File: src/rtl/wb_stage.sv
// ---------------------------------------------------------------------------
// wb_stage: write-back stage of an in-order pipeline.
//
// Accepts one retiring instruction at a time. A non-load goes to the
// write-back cycle right away. A load waits for the data memory response,
// then extends the returned data according to funct3. The stage drives the
// register file write port and counts write-back cycles.
//
// Ports
//   clk            clock, all state updates on the rising edge
//   rst            asynchronous active-high reset
//   in_valid       upstream presents a retiring instruction
//   in_ready       stage can accept (low only while waiting for load data)
//   in_rd          destination register
//   in_reg_write   instruction writes a register
//   in_mem_to_reg  instruction is a load
//   in_funct3      load size/sign code
//   in_alu_result  result for non-load instructions
//   mem_rvalid     data memory read data valid
//   mem_rdata      data memory read data, LSB-aligned
//   flush          synchronous kill of any held instruction
//   RegWrite       register file write enable
//   wa             register file write address
//   wd             register file write data
//   retire_cnt     number of write-back cycles since reset (wraps)
// ---------------------------------------------------------------------------
module wb_stage #(
  parameter int DATA_WIDTH    = 64,
  parameter int ADDRESS_WIDTH = 5
) (
  input  logic                     clk,
  input  logic                     rst,
  input  logic                     in_valid,
  output logic                     in_ready,
  input  logic [ADDRESS_WIDTH-1:0] in_rd,
  input  logic                     in_reg_write,
  input  logic                     in_mem_to_reg,
  input  logic [2:0]               in_funct3,
  input  logic [DATA_WIDTH-1:0]    in_alu_result,
  input  logic                     mem_rvalid,
  input  logic [DATA_WIDTH-1:0]    mem_rdata,
  input  logic                     flush,
  output logic                     RegWrite,
  output logic [ADDRESS_WIDTH-1:0] wa,
  output logic [DATA_WIDTH-1:0]    wd,
  output logic [31:0]              retire_cnt
);

  typedef enum logic [1:0] {
    EMPTY = 2'b00,
    WAIT  = 2'b01,
    WB    = 2'b10
  } state_t;

  localparam logic [DATA_WIDTH-1:0] ONES = '1;

  state_t                   state_q, state_d;
  logic                     ready_q, ready_d;
  logic                     regwrite_q, regwrite_d;
  logic                     rw_q, rw_d;
  logic [2:0]               f3_q, f3_d;
  logic [ADDRESS_WIDTH-1:0] wa_q, wa_d;
  logic [DATA_WIDTH-1:0]    wd_q, wd_d;
  logic [31:0]              cnt_q, cnt_d;

  // Extend LSB-aligned load data. funct3[1:0] selects the size (byte, half,
  // word, full), funct3[2] selects zero-extension. "upper" marks the bits
  // above the loaded field; they are filled with the sign bit or zero.
  function automatic logic [DATA_WIDTH-1:0] load_ext(
    input logic [DATA_WIDTH-1:0] d,
    input logic [2:0]            f3
  );
    logic [DATA_WIDTH-1:0] upper;
    logic                  sb;
    upper = '0;
    sb    = 1'b0;
    case (f3[1:0])
      2'b00: begin upper = ONES << 8;  sb = d[7];  end
      2'b01: begin upper = ONES << 16; sb = d[15]; end
      2'b10: begin upper = ONES << 32; sb = d[31]; end
      default: begin upper = '0; sb = 1'b0; end
    endcase
    return (d & ~upper) | ((sb && !f3[2]) ? upper : '0);
  endfunction

  // Next-state logic. EMPTY and WB both accept; WAIT only listens to memory.
  always_comb begin
    state_d = state_q;
    wa_d    = wa_q;
    wd_d    = wd_q;
    rw_d    = rw_q;
    f3_d    = f3_q;
    cnt_d   = cnt_q;

    if (flush) begin
      // Kill whatever is held or offered; a WB in progress already wrote.
      state_d = EMPTY;
    end else begin
      case (state_q)
        WAIT: begin
          if (mem_rvalid) begin
            wd_d    = load_ext(mem_rdata, f3_q);
            state_d = WB;
          end
        end
        default: begin
          // EMPTY or WB: mem_rvalid is ignored here, even on a load accept.
          state_d = EMPTY;
          if (in_valid) begin
            wa_d = in_rd;
            rw_d = in_reg_write;
            if (in_mem_to_reg) begin
              f3_d    = in_funct3;
              state_d = WAIT;
            end else begin
              wd_d    = in_alu_result;
              state_d = WB;
            end
          end
        end
      endcase
    end

    // Outputs are registered, so they are decided on entry to the next state.
    if (state_d == WB) begin
      cnt_d = cnt_q + 32'd1;
    end
    regwrite_d = (state_d == WB) && rw_d && (wa_d != '0);
    ready_d    = (state_d != WAIT);
  end

  always_ff @(posedge clk or posedge rst) begin
    if (rst) begin
      state_q    <= EMPTY;
      ready_q    <= 1'b1;
      regwrite_q <= 1'b0;
      rw_q       <= 1'b0;
      f3_q       <= 3'b000;
      wa_q       <= '0;
      wd_q       <= '0;
      cnt_q      <= 32'd0;
    end else begin
      state_q    <= state_d;
      ready_q    <= ready_d;
      regwrite_q <= regwrite_d;
      rw_q       <= rw_d;
      f3_q       <= f3_d;
      wa_q       <= wa_d;
      wd_q       <= wd_d;
      cnt_q      <= cnt_d;
    end
  end

  assign in_ready   = ready_q;
  assign RegWrite   = regwrite_q;
  assign wa         = wa_q;
  assign wd         = wd_q;
  assign retire_cnt = cnt_q;

endmodule

File: config.mk
export PLATFORM = sky130hd
export DESIGN_NAME = wb_stage
export DESIGN_NICKNAME = d
export VERILOG_FILES = /design/src/rtl/wb_stage.sv
export SDC_FILE = /design/constraint.sdc
export NUM_CORES = 1
export LEC_CHECK = 0
export BUFFER_PORTS_ARGS = -buffer_cell sky130_fd_sc_hd__buf_4
export CAP_MARGIN = 20
export CORE_MARGIN = 5
export CORE_UTILIZATION = 35
export CTS_CLUSTER_SIZE = 14
export DETAILED_ROUTE_END_ITERATION = 6
export PLACE_DENSITY_LB_ADDON = 0.12
export SYNTH_ARGS = -nofsm -noshare
export SYNTH_HDL_FRONTEND = slang
export SYNTH_SLANG_ARGS = --single-unit
File: constraint.sdc
create_clock -name clk -period 3.85 [get_ports clk]
set_input_delay 0.1925 -clock clk [delete_from_list [all_inputs] [get_ports clk]]
set_output_delay 0.1925 -clock clk [all_outputs]
set_load 0.05 [all_outputs]
==> results of run 1 <==
routing by layer:
layer  vias up  track usage  part of all wire  routed length (um)
met5         -            0                 0                   0
met4         0       0.0569             0.016                 261
met3        18       0.0606             0.093                1500
met2       183        0.296              0.47                7620
met1      2186        0.241              0.42                6670
li1       2334            -                 -                   -
cell type report:
cell class,count,share of cell area
Sequential cell,109,0.369
Inverter,6,0.00338
Multi-Input combinational cell,388,0.297
Clock buffer,10,0.0323
Tap cell,184,0.0311
Clock inverter,6,0.00761
Timing Repair Buffer,253,0.260
power breakdown:
group	internal, mW	switching (mW)
Clock	0.470	0.450
Combinational	0.470	0.997
Sequential	1.34	0.162
state kept, by name (all words and copies together) (netlist names):
register,count
retire_cnt,32
state_q,2
RegWrite,1
rw_q,1
wa,5
wd,64
f3_q,3
in_ready,1
cell usage in the layout (no fill, tap or decap), drive strengths merged, types with 2 or more instances in the layout:
| cell type | n |
|---|---|
| clkinv | 3 |
| nand4 | 6 |
| buf | 251 |
| and4 | 3 |
| xor2 | 18 |
| nor3b | 2 |
| dfrtp | 108 |
| inv | 9 |
| or2 | 2 |
| nand3 | 6 |
| o31ai | 15 |
| a211oi | 15 |
| mux2 | 9 |
| a31oi | 8 |
| nor2b | 5 |
| mux2i | 3 |
| nor3 | 8 |
| xnor2 | 13 |
| nand2b | 3 |
| nand2 | 90 |
| and2 | 2 |
| nor2 | 34 |
| clkbuf | 11 |
| or3b | 3 |
| a21oi | 49 |
| o21ai | 82 |
through the flow:
step                instance area (um2)  hold slack (ps)
floorplan                          5080              325
global placement                   7070              335
detailed placement                 7070              343
CTS                                7370             62.5
global route                       7400             67.0
finish                             7400             77.5
cells by family (layout without fill, tap and decap cells):
family          after synthesis  in the layout  share of synthesized area
buf+inv                      46            275                     0.0369
simple gates                173            173                      0.159
flops                       109            109                      0.537
xor+xnor                     31             31                     0.0534
compound gates              171            171                      0.186
fa+ha+maj                     1              1                    0.00246
mux                          12             12                     0.0258
critical path: cells and delay by family, from the launching register on:
kind                      cells  cell delay, ps
DFF                           1             390
buffers and inverters         1             620
xor gates and xnor gates      1             170
muxes                         1             510
and+or+nand+nor               3             540
worst paths after layout:
| kind | startpoint | endpoint |
|---|---|---|
| max | state_q[1] | retire_cnt[6] |
| max reg2reg | state_q[1] | retire_cnt[6] |
| min reg2reg | wd[10] | wd[10] |
| min in group asynchronous | rst | wd[21] |
| max in group asynchronous | rst | in_ready |
| min | in_funct3[0] | f3_q[0] |
==> impl_metrics.ini, run 1 <==
[placed_design]
pre_cts_slack_ps = 1410
gp_congestion = 0.848
numPortBuffers = 245
dp_hpwl_mm = 11.9
placed_cells = 938

[layout]
area_growth_syn_to_layout_pct = 45.5
layout.nets = 911
final_util = 0.515
multiInputGateArea_um2 = 2200
drive_above_1_share = 0.373
seq_area_um2 = 2730
antenna_cells = 0
final.fill_count = 1347
fin_cells = 956

[synthesis]
ys_warn_count = 0
yosysSeqAreaShare = 0.537
synth_cell_types = 44
synth_area_leader_cell = dfrtp_1
syn_area_um2 = 5080
synth_area_leaders = dfrtp_1 (53%), o21ai_0 (7.8%), nand2_1 (6.6%)
yosysMostFrequentCell = dfrtp_1
ys.flop_type = dfrtp_1
avgSynthCellArea_um2 = 9.36
synth_commonest_cells = dfrtp_1 (108), nand2_1 (90), o21ai_0 (79)
synth-edff-count = 0
yosys.area.top_type_share = 0.532
syn_inst = 543
synth_async_sr_flop_share = 1.00
synth_nets = 687
synth-seq-cells = 109

[setup_path]
slowest_delay_ps = 620
crit_type = reg -> reg
r2r_cells = 6
crit_chain = nand2b_1 > mux2i_1 > or2_2 > buf_4 > nor3_1 > xor2_1
worstPathArrival_ps = 2580
required_ps = 4080
r2r_slack_ps = 1500
crit_fanout = 83
slowest_stage = buf_4
end_kind = register
cp-start-kind = register

[timing]
relSlewSlack = 0.341
fmax_ghz = 0.426
final-max-slew-violation-count = 0
min_period_ps = 2350
hold_violations = 0
fin_skew_ps = 10.4
setup_viol = 0
fin_ws_ps = 1500
setup-tns-final_ps = 0
tightest_slew_ps = 983
min_period_over_period = 0.609
rsz0062_at_grt = no

[route]
firstDrtPassIters = 7
drt_iter0_drc = 247
via_count = 4721
wl_mm = 16.1
drc = 0
viasPerCell = 4.94
ant_nets = 0
routedWlPerCell_um = 16.8

[floorplan]
boundaryPins = 246
die_h_um = 131
coreArea_um2 = 14400
dieArea_um2 = 17000
start_util = 0.354
rows = 44
die_x_um = 131

[pwr]
p_total_mw = 3.89
p_per_area_nw_per_um2 = 525
cellLeakagePower_nw = 3.61
ir_drop_v = 0.000263

[cts]
cts_buffers = 9
cts_sinks = 109
clockBufferDepth = 2
ctsHoldBuffers = 1
clk_latency_ps = 350
clkSlewWorstSetupHoldPaths_ps = 80
cts_tree = yes
ctsResizeCount = 0
htree_num_levels = 3
post_cts_buffers = 0
cts_root_buf = clkbuf_16

[global_route]
grt_pass1_wl_mm = 24.9
grtUsageTotal = 0.185
grt-ovfl-total = 0
grt_max_degree = 84
antenna_found_initial = 0
grt_pass1_vias = 4761

[worst_hold_path]
min_path_cells = 2
min_path_type = in -> reg

[status]
status = completed

[job]
maxCapViolations = 0
Power figures use the tool's default switching activity.
==> run 2: changes to the inputs <==
Clock period 3.85 ns to 2.05 ns, I/O delays scaled along.
==> run 2 against run 1 <==
Cell area grew 4.7%. Largest power group is now combinational logic. Maximum frequency up 20%. Combinational power increased by 99%. Largest cell class unchanged. Wire length is 2.5% higher. Sequential share of layout area shrank 1.5 points.
==> impl_metrics.ini, run 2 (same netlist as run 1, synthesis figures left out) <==
[layout]
layout_common_cells = buf_4 (260), dfrtp_1 (97), nand2_1 (90)
final_util = 0.539
layout_commonest_cell = buf_4
layout.nets = 940
antenna_cells = 0
fin_cells = 985
final.fill_count = 1324
largest_register_ffs = 64
drive_above_1_share = 0.393
area_growth_syn_to_layout_pct = 52.4

[global_route]
grt-ovfl-total = 0
grtUsageTotal = 0.188
antenna_found_initial = 0
grt_pass1_wl_mm = 25.2
grt_max_degree = 58
grt_pass1_vias = 5073

[timing]
hold_violations = 0
hold_ws_ps = 17.5
min_period_over_period = 0.950
final-max-slew-violation-count = 0
setup_viol = 0
relSlewSlack = 0.480
fin_skew_ps = 8.31
fin_ws_ps = 102
tightest_slew_ps = 778
setup-tns-final_ps = 0
min_period_ps = 1950
fmax_ghz = 0.513

[cts]
post_cts_buffers = 0
htree_num_levels = 3
clkSlewWorstSetupHoldPaths_ps = 70
cts_sinks = 109
cts_tree = yes
cts_buffers = 9
clk_latency_ps = 340
cts_root_buf = clkbuf_16
clockBufferDepth = 2

[setup_path]
slowest_delay_ps = 410
worstPathArrival_ps = 2210
cp_num_cells = 6
r2r_cells = 6
end_kind = register
crit_buf_inv = 1
crit_chain = nand2b_1 > mux2i_4 > or2_2 > buf_12 > nor3_1 > xor2_1
required_ps = 2310
cp-start-kind = register
slowest_stage = dfrtp_1
crit_type = reg -> reg
crit_fanout = 57
cp_top_family = simple AND/OR/NAND/NOR gates

[floorplan]
start_util = 0.354
boundaryPins = 246
die_h_um = 131
rows = 44
dieArea_um2 = 17000
die_x_um = 131
coreArea_um2 = 14400

[placed_design]
dp_hpwl_mm = 12.1
numPortBuffers = 245
placed_cells = 952
gp_congestion = 0.797
pre_cts_slack_ps = -4.01

[pwr]
ir_drop_v = 0.000543
p_per_area_nw_per_um2 = 943
pwr-share-comb = 0.401
intPower_mw = 4.30
seqPwrFrac = 0.379
switchingPower_mw = 3.00
p_sw_frac = 0.411
cellLeakagePower_nw = 3.75
pwr-share-clk = 0.221

[worst_hold_path]
min_path_type = in -> reg
min_path_cells = 3

[route]
wl_mm = 16.5
ant_nets = 0
via_count = 4959
routedWlPerCell_um = 16.7
viasPerCell = 5.03
drc = 0
firstDrtPassIters = 4
drt_iter0_drc = 264

[job]
maxCapViolations = 0

[status]
status = completed
-- run 2: cell count changes in the layout (fill, tap and decap cells not counted), moves of 6 or more --
cell / before / now
buf_4: 251 / 260
o21ai_1: 3 / 9
dfrtp_1: 108 / 97
o21ai_0: 79 / 73
dfrtp_2: 0 / 11
dlygate4sd3_1: 1 / 16
-- run 2: path summary, 6_finish.rpt --
path                             startpoint             end  slack [ps]
min reg2reg                  retire_cnt[31]  retire_cnt[31]         480
max                              state_q[1]   retire_cnt[6]         100
max reg2reg                      state_q[1]   retire_cnt[6]         100
max in group asynchronous               rst        in_ready         900
min                        in_alu_result[0]           wd[0]          20
min in group asynchronous               rst   retire_cnt[8]         450
-- run 2: final cells by class --
cell class,instances,area [um2],share of cell area
multi-input combinational,388,2240,0.289
inverter,6,28.8,0.00372
sequential,109,2740,0.354
tap,184,230,0.0297
clock inverter,5,36.3,0.00468
timing repair buffer,282,2240,0.289
clock buffer,11,233,0.0300
-- run 2: per-layer routing --
metal  global-route usage  part of all wire  wire length, um
met1                0.219              0.39             6440
met4               0.0551             0.021              343
met3               0.0642             0.074             1210
met5                    0                 0                0
met2                0.327              0.51             8460
-- run 2: through the flow --
stage / total power, mW / cell area (um2)
2_1_floorplan: 4.58 / 5110
6_report: 7.30 / 7740
4_1_cts: 7.37 / 7690
5_1_grt: 7.68 / 7740
3_5_place_dp: 5.70 / 7250
3_3_place_gp: 5.67 / 7250
-- run 2: repair_timing --
action / in CTS / in global routing
setup endpoints to repair: 3 / 47
resized for setup: 1 / 12
pin swaps: 0 / 0
hold buffers: 16 / 0
hold endpoints to repair: 44 / 0
gates cloned: 0 / 1
-- run 2: power groups by stage --
| stage | logic, mW | registers [mW] | clock network (mW) |
|---|---|---|---|
| 2_1_floorplan | 0.596 | 3.99 | 0 |
| 3_3_place_gp | 2.88 | 2.78 | 0 |
| 3_5_place_dp | 2.91 | 2.80 | 0 |
| 4_1_cts | 2.93 | 2.77 | 1.68 |
| 5_1_grt | 3.11 | 2.82 | 1.76 |
| 6_report | 2.93 | 2.77 | 1.61 |
-- run 2: worst reg2reg max path: cells and delay by family (launching register included) --
family        cells  cell delay (ps)
xor+xnor          1              160
simple gates      3              830
mux               1              250
buf+inv           1              220
flops             1              410
==> run 3: changes to the inputs <==
Settings changed: BUFFER_PORTS_ARGS -buffer_cell sky130_fd_sc_hd__buf_4 to -buffer_cell sky130_fd_sc_hd__buf_2, CORE_UTILIZATION 35 to 42.
==> run 3 against run 2 <==
Setup slack better by 16 ps. Final cell count is 3.0% lower. Core utilization rose by 5.5 points. First-iteration DRC count up 12%. Sequential share of layout area up 3.2 points. Worst hold slack got worse by 4.1 ps. Sequential power is essentially flat. Via count decreased by 1.4%. Clock-buffer cell count grew 3. Wire length decreased by 6.7%. Critical path type unchanged. Critical endpoint is now retire_cnt[16].
==> impl_metrics.ini, run 3 (same netlist as run 1, synthesis figures left out) <==
[status]
status = completed

[timing]
final-max-slew-violation-count = 0
fin_ws_ps = 118
fin_skew_ps = 6.18
min_period_over_period = 0.942
hold_violations = 0
setup_viol = 0
fmax_ghz = 0.518
tightest_slew_ps = 445
min_period_ps = 1930
rsz0062_at_grt = yes
relSlewSlack = 0.695

[global_route]
grt-ovfl-total = 0
grt_pass1_wl_mm = 24.5
grt_max_degree = 54
grtUsageTotal = 0.213
grt_pass1_vias = 4934
antenna_found_initial = 0

[floorplan]
rows = 40
die_h_um = 120
start_util = 0.425
coreArea_um2 = 12000
dieArea_um2 = 14400
die_x_um = 120
boundaryPins = 246

[placed_design]
numPortBuffers = 245
gp_congestion = 0.814
post_dp_cell_area_um2 = 6620
dp_hpwl_mm = 11.3
pre_cts_slack_ps = 99.1

[layout]
stdcell_area_um2 = 7110
antenna_cells = 0
area_growth_syn_to_layout_pct = 39.8
multiInputGateArea_um2 = 2200
drive_above_1_share = 0.394
final.fill_count = 1069
largest_register_ffs = 64
layout_commonest_cell = buf_2
layout_common_cells = buf_2 (245), dfrtp_1 (97), nand2_1 (90)
layout.nets = 947
seq_area_um2 = 2740

[cts]
cts_sinks = 109
clkSlewWorstSetupHoldPaths_ps = 70
clk_latency_ps = 350
cts_root_buf = clkbuf_16
cts_tree = yes
htree_num_levels = 3
cts_buffers = 9
clockBufferDepth = 2
post_cts_buffers = 0

[pwr]
cellLeakagePower_nw = 3.59
ir_drop_v = 0.000499
p_per_area_nw_per_um2 = 1000

[route]
wl_met1_mm = 6.16
ant_nets = 0
wl_mm = 15.4
dr_wl_met2_mm = 7.82
firstDrtPassIters = 4
routed.top_layer = met4
routedWlPerCell_um = 16.1
via_count = 4891
dr_wl_met3_um = 892
drt_iter0_drc = 296
drc = 0
viasPerCell = 5.12

[setup_path]
crit_fanout = 4
required_ps = 2320
r2r_start = retire_cnt[10]
worstPathArrival_ps = 2200
r2r_slack_ps = 120
startpoint = retire_cnt[10]
cp-start-kind = register
crit_type = reg -> reg
end_kind = register

[worst_hold_path]
hp-start = in_alu_result[7]
min_path_type = in -> reg

[job]
maxCapViolations = 0
-- run 3: cell types whose count changed in the layout (fill, tap and decap cells not counted), sizes merged --
cell and change:
inv -1, clkbuf +2, buf +6, clkinv -4, clkinvlp +2, dlygate4sd3 +2
-- run 3: what timing repair did --
item / in CTS / in global routing
setup endpoints to repair: 0 / 6
resized for setup: 0 / 2
endpoints found under the hold margin: 72 / 0
hold buffers: 18 / 0
-- run 3: layout make-up --
class / instances / share of cell area
sequential: 109 / 0.386
clock buffer: 14 / 0.0400
timing repair buffer: 289 / 0.233
clock inverter: 2 / 0.00211
inverter: 6 / 0.00370
tap: 147 / 0.0259
multi-input combinational: 388 / 0.310
-- run 3: through the flow --
stage / TNS (ps) / util / hold slack (ps) / power (mW) / cells
floorplan: -45.0 / - / 235 / 4.58 / 543
global placement: 0 / 0.554 / 41.2 / 5.36 / 921
detailed placement: 0 / 0.554 / 41.9 / 5.40 / 921
CTS: 0 / 0.594 / 2.43 / 7.18 / 955
global route: -1.43 / 0.594 / 11.1 / 7.47 / 955
finish: 0 / 0.594 / 13.4 / 7.11 / 955
-- run 3: path summary, 6_finish.rpt --
check / cells past startpoint / end
hold / removal: 3 / wd[7]
max in group asynchronous: 4 / in_ready
hold reg to reg: 2 / wd[13]
min in group asynchronous: 3 / wd[34]
setup / recovery: 6 / retire_cnt[16]
setup reg to reg: 6 / retire_cnt[16]
-- run 3: routing by layer --
| metal | GRT usage | up-vias |
|---|---|---|
| met4 | 0.0981 | 0 |
| met5 | 0 | - |
| met3 | 0.0509 | 36 |
| met1 | 0.257 | 2297 |
| met2 | 0.359 | 153 |
| li1 | - | 2405 |
-- run 3: worst max-delay path: stages, from the launching register on --
cell and delay (ps):
dfrtp_2 380, and4_1 210, or3b_1 360, or4_4 430
buf_4 170, nor2b_1 140, xor2_1 160
-- run 3: power by group --
part           internal (mW)  switching (mW)  total (mW)  leakage (nW)
clock network          0.959           0.774        1.73         0.141
logic                  0.687            1.95        2.64          2.10
registers               2.52           0.219        2.74          1.35
total                   4.16            2.95        7.11          3.59
